**config.mk**
```make
export PLATFORM = sky130hd
export DESIGN_NAME = logic_issue_ctrl
export DESIGN_NICKNAME = d
export VERILOG_FILES = /design/src/rtl/logic_issue_ctrl.sv
export SDC_FILE = /design/constraint.sdc
export NUM_CORES = 1
export LEC_CHECK = 0
export BUFFER_PORTS_ARGS = -buffer_cell sky130_fd_sc_hd__buf_2
export CORE_MARGIN = 8
export CORE_UTILIZATION = 60
export CTS_CLUSTER_SIZE = 24
export DETAILED_ROUTE_END_ITERATION = 10
export GPL_ROUTABILITY_DRIVEN = 0
export PLACE_DENSITY = 0.81
export SETUP_SLACK_MARGIN = 0.2
export SLEW_MARGIN = 25
export SYNTH_ARGS = -nofsm -noshare
export SYNTH_HDL_FRONTEND = slang
export SYNTH_SLANG_ARGS = --single-unit
```
**constraint.sdc**
```tcl
create_clock -name clk -period 3.8 [get_ports clk]
set_input_delay 0.57 -clock clk [delete_from_list [all_inputs] [get_ports clk]]
set_output_delay 0.57 -clock clk [all_outputs]
set_load 0.005 [all_outputs]
```
**src/rtl/logic_issue_ctrl.sv**
```systemverilog
// Issue controller for the registered logic unit: reads operands from a local
// register file, drives the unit, and writes the captured result back.
//
// state   | meaning
// IDLE    | ready for an instruction; accept loads lu_* from the register file
// ISSUE   | logic unit samples lu_op/lu_a/lu_b
// CAPTURE | lu_result valid; write back, pulse res_valid, bump retired
module logic_issue_ctrl #(
  parameter int WIDTH = 32,
  parameter int NREGS = 8,
  parameter int AW    = 3
) (
  input  logic             clk,
  input  logic             rst_n,
  input  logic             in_valid,
  output logic             in_ready,
  input  logic [2:0]       in_op,
  input  logic [AW-1:0]    in_rs1,
  input  logic [AW-1:0]    in_rs2,
  input  logic [AW-1:0]    in_rd,
  input  logic             ld_en,
  input  logic [AW-1:0]    ld_addr,
  input  logic [WIDTH-1:0] ld_data,
  output logic [2:0]       lu_op,
  output logic [WIDTH-1:0] lu_a,
  output logic [WIDTH-1:0] lu_b,
  input  logic [WIDTH-1:0] lu_result,
  output logic             res_valid,
  output logic [AW-1:0]    res_rd,
  output logic [WIDTH-1:0] res_data,
  output logic [15:0]      retired
);

  typedef enum logic [1:0] {IDLE, ISSUE, CAPTURE} state_t;

  state_t           state, state_nxt;
  logic [WIDTH-1:0] regs [NREGS];
  logic [AW-1:0]    rd_q;
  logic [15:0]      retired_cnt;
  logic             accept;

  assign accept  = in_valid & in_ready;
  assign retired = retired_cnt;

  always_ff @(posedge clk) begin
    if (!rst_n) state <= IDLE;
    else        state <= state_nxt;
  end

  always_comb begin
    state_nxt = state;
    in_ready  = 1'b0;
    case (state)
      IDLE: begin
        in_ready = 1'b1;
        if (in_valid) state_nxt = ISSUE;
      end
      ISSUE:   state_nxt = CAPTURE;
      CAPTURE: state_nxt = IDLE;
      default: state_nxt = IDLE;
    endcase
  end

  // Writeback is placed after the external load so it wins on an index clash.
  always_ff @(posedge clk) begin
    if (!rst_n) begin
      for (int i = 0; i < NREGS; i++) regs[i] <= '0;
      lu_op       <= '0;
      lu_a        <= '0;
      lu_b        <= '0;
      rd_q        <= '0;
      res_valid   <= 1'b0;
      res_rd      <= '0;
      res_data    <= '0;
      retired_cnt <= '0;
    end else begin
      res_valid <= 1'b0;
      if (ld_en) regs[ld_addr] <= ld_data;
      if (accept) begin
        rd_q  <= in_rd;
        lu_op <= in_op;
        lu_a  <= regs[in_rs1];
        lu_b  <= regs[in_rs2];
      end
      if (state == CAPTURE) begin
        regs[rd_q]  <= lu_result;
        res_data    <= lu_result;
        res_rd      <= rd_q;
        res_valid   <= 1'b1;
        retired_cnt <= retired_cnt + 16'd1;
      end
    end
  end

endmodule

```
* Yosys cells after proc, flatten, opt, wreduce, memory -nomap -nowiden *
Memories as Yosys holds them, arrays and structs flattened. A register that Yosys moved wholly into a read port is not among the register bits.
Index checks and enable logic that the tools add are counted.

storage, ports and cells
  flip-flop bits (word level) = 60
  memory bits (writable) = 256
  output and inout bits = 120
  memories = 1

memory list
  name  words  width  rd ports  clocked after Yosys merged registers in  write ports  line  text
  regs  8      32     2         2                                        8            37    logic [WIDTH-1:0] regs [NREGS];

cells by class
  add/subtract/negate cells = 1
  equality and inequality tests = 3
  muxes and demuxes = 16
  bitwise operators = 1
  reductions and logical operators = 5

operators with widths
  operator                 number
  $mux W32                 2
  $reduce_or A32 Y1        2
  $add A16 B1 Y16 const B  1
  $mux W1                  10
  $mux W3                  2
  $pmux W2 S2              1
  $eq A2 B1 Y1 const B     1
  $eq A2 B2 Y1 const B     1
  $logic_not A1 Y1         2
  $logic_not A2 Y1         1
  $mux W2                  1
  $ne A2 B2 Y1 const B     1
  $and A1 B1 Y1            1

* Longest topological paths before layout *
  depth in word-level cells = 6
  depth in mapped cells = 7
  depth with buffers taken out = 5

* Worst setup path before layout *
OpenSTA, ideal clock, no wires.

  path type = input port to flip-flop
  start point = input port rst_n
  end point = memory regs[7][0] (enable)
  library setup time = 436 ps
  arrival = 2574 ps
  path slack = 790 ps
  cell stages on the path = 3
  buffers on the path = 1
  cell sequence = buf_2 nand3_4 o221ai_1

RTL lines
  item             line  text
  start, declared  14    input logic rst_n,
  end, declared    37

==> key figures <==
Routing
  – Antenna viol nets, final: 0
  – First-pass DRT Iterations: 6
  – Vias: 17500
  – Initial drt markers: about 2100
  – DR WL/cell: 23.7 um
  – WL final: 63300 um
  – Drt drc: 0
  – Drt via density: approximately 6.6

Min path
  – Worst min-delay path class: primary input to register
  – Worst hold stages: 3

Placement
  – Post-Place Cells: 2593
  – Dpl ws: approximately 1.0 ns
  – Port bufs: between 200 and 250
  – HPWL Detailed: 39500 um

Global routing
  – First-pass GRT wire length: 96800 um
  – Initial antenna violation count: 4
  – Largest net degree at the start of global routing: 129
  – GRT overflow: 0
  – Number of global-route vias before repair: 17600
  – Total GRT Usage: 0.300

Final layout
  – Multi-input logic area: 9160 um2
  – Most frequent cells in the layout: nand2_1 (611), edfxtp_1 (256), o21ai_0 (206)
  – Sequential cell area: 10200 um2
  – # fillers: 2520
  – Leading cell type in the layout, fill and taps excluded: nand2_1
  – Final Util: 0.679
  – Layout cells sized above 1: 0.210
  – Post-Layout Cell Count: 2671
  – NumNets Final: 2272
  – Synthesis-to-finish area growth: 11.4%

Floorplanning
  – Initial Utilization: 0.609
  – Chip height: 200 um
  – # rows: 67
  – Area of the core region: approximately 33000 um2
  – Die W: between 200 and 250 um
  – I/O pin count: 203
  – Die area: approximately 40000 um2

Timing
  – WHS: 0.278 ns
  – Setup TNS: 0 ns
  – Max Clock Freq: 0.412 GHz
  – Fin crit share: 0.639
  – Max Slew Vio Count: 0
  – Final setup violation count: 0
  – Final Worst Setup Slack: 1.37 ns
  – Max transition margin: 0.334
  – Tmin final: 2.43 ns
  – Clk_skew: 0.0121 ns
  – RSZ-0062 raised after global routing: no
  – Slew @ Worst Pin: ~1 ns
  – Final hold vios: 0

Critical path
  – CP endpoint kind: register
  – Bufs and invs on worst path: 1
  – Largest delay share family, worst path: simple AND/OR/NAND/NOR gates
  – Worst path max stage delay: 0.70 ns
  – CP required: just over 4 ns
  – R2R depth: 4
  – Top fanout value on the critical path: 28
  – Cells along the critical path: nand4b_1 > nor2_4 > buf_4 > o21ai_0
  – WS Path Type: register to register
  – Crit path depth: 4
  – Arr. time, crit path: roughly 2.7 ns
  – Startpoint types: register
  – Slowest cell on crit path: nor2_4

Logic synthesis
  – Syn_nets: 2220
  – Post-synth cell types: 45
  – Syn Area/Cell: 9.53 um2
  – Sequential element share of the synthesized area: 0.499
  – Syn Inst Count: 2136
  – Post-synthesis register bit count: 380
  – Top FF cell, synth: edfxtp_1
  – Post-synthesis cell area: between 20000 and 25000 um2
  – Post-synth EDFFs: about 260
  – Asr flop ratio synth: 0
  – Yosys warns: 0

Power and ir drop
  – Int Pwr: 0.00747 W
  – Flop pwr share: 0.481
  – Clock power share: 0.404
  – Leak: 8.58 nW
  – Comb pwr share: 0.115
  – Switching power: 0.00244 W
  – Switching Share: 0.246
  – Pwr Density: 437 nW/um2
  – Max rail drop VDD: 0.000378 V

Clock tree
  – Sink Count: 380
  – Longest Clk Path Bufs: 3
  – Clock latency on the worst-skew pair: 0.53 ns
  – CTS tree: done
  – Reg clk slew, reported paths: 0.06 ns
  – Post-cts sizing count: 0
  – # H-tree levels: 2
  – Root Driver: clkbuf_16
  – Setup Buffers After CTS: 0
  – CTS buffer count: a little over 40
  – Hold buffers post-CTS: 0

Run
  – Max_cap viols: 0

Run status
  – Status: finished clean
==> cell families after synthesis <==
logic type / synth area share
AND/OR/NAND/NOR: 0.147
multiplexers: 0.136
adder cells (fa/ha/maj): 0.000614
flip-flops: 0.499
buffers and inverters: 0.0585
XOR/XNOR: 0.00387
AO/OA/AOI/OAI: 0.155
==> cells in the mapped netlist, types with 5 or more instances <==
cell type	number	area share
nand2_1	611	0.11
edfxtp_1	256	0.38
o21ai_0	206	0.051
mux2i_1	132	0.065
mux2_2	128	0.071
dfxtp_1	124	0.12
clkbuf_1	118	0.022
o21ai_1	84	0.021
a21oi_1	64	0.016
a221o_1	64	0.031
o22ai_1	64	0.020
buf_2	59	0.014
a21boi_0	42	0.015
buf_4	42	0.015
nand3_1	36	0.0088
and2_1	12	0.0037
buf_1	11	0.0020
buf_6	8	0.0044
nand2b_1	8	0.0025
nor2_1	8	0.0015
xnor2_1	8	0.0034
or3b_2	5	0.0022
==> worst reg2reg max path: stages (launching register included) <==
cell and delay [ns]:
dfxtp_1 0.52, nand4b_1 0.44, nor2_4 0.70, buf_4 0.37
o21ai_0 0.14
==> state kept, by name, summed over array words and instances, names as in the netlist <==
name and count:
lu_op 3, lu_a 32, regs 256, res_rd 3, res_data 32, state 2
lu_b 32, rd_q 3, retired 16, res_valid 1
==> power by group through the flow <==
stage	clock network, W	registers (W)	logic [W]
after global placement	0	0.00482	0.00107
after detailed placement	0	0.00484	0.00111
after floorplan	0	0.00481	0.000722
after CTS	0.00402	0.00475	0.00112
final	0.00400	0.00476	0.00114
after global routing	0.00416	0.00478	0.00121
==> routing by layer <==
layer,share of wire,GRT usage
met5,0,0
met4,0.049,0.159
met3,0.12,0.0699
met2,0.46,0.484
met1,0.37,0.371
==> worst paths after layout <==
check | slack [ns] | to | from
setup / recovery | 1.37 | regs[3][24] | rd_q[0]
hold / removal | 0.28 | lu_op[1] | in_op[1]
setup reg to reg | 1.37 | regs[3][24] | rd_q[0]
hold reg to reg | 0.45 | lu_op[1] | lu_op[1]
==> through the flow <==
step           instance area (um2)  power [W]
6_report                     22700    0.00991
4_1_cts                      22700    0.00989
5_1_grt                      22700     0.0102
3_5_place_dp                 21300    0.00595
2_1_floorplan                20400    0.00554
3_3_place_gp                 21300    0.00589
==> cell type report <==
class,count,share of cell area
multi-input cells,1516,0.403
clock inverters,13,0.00617
flip-flops and latches,380,0.448
clock buffers,60,0.0529
well taps,448,0.0247
repair buffers,247,0.0639
inverters,2,0.000331
diodes,5,0.000551
Power figures use the tool's default switching activity.
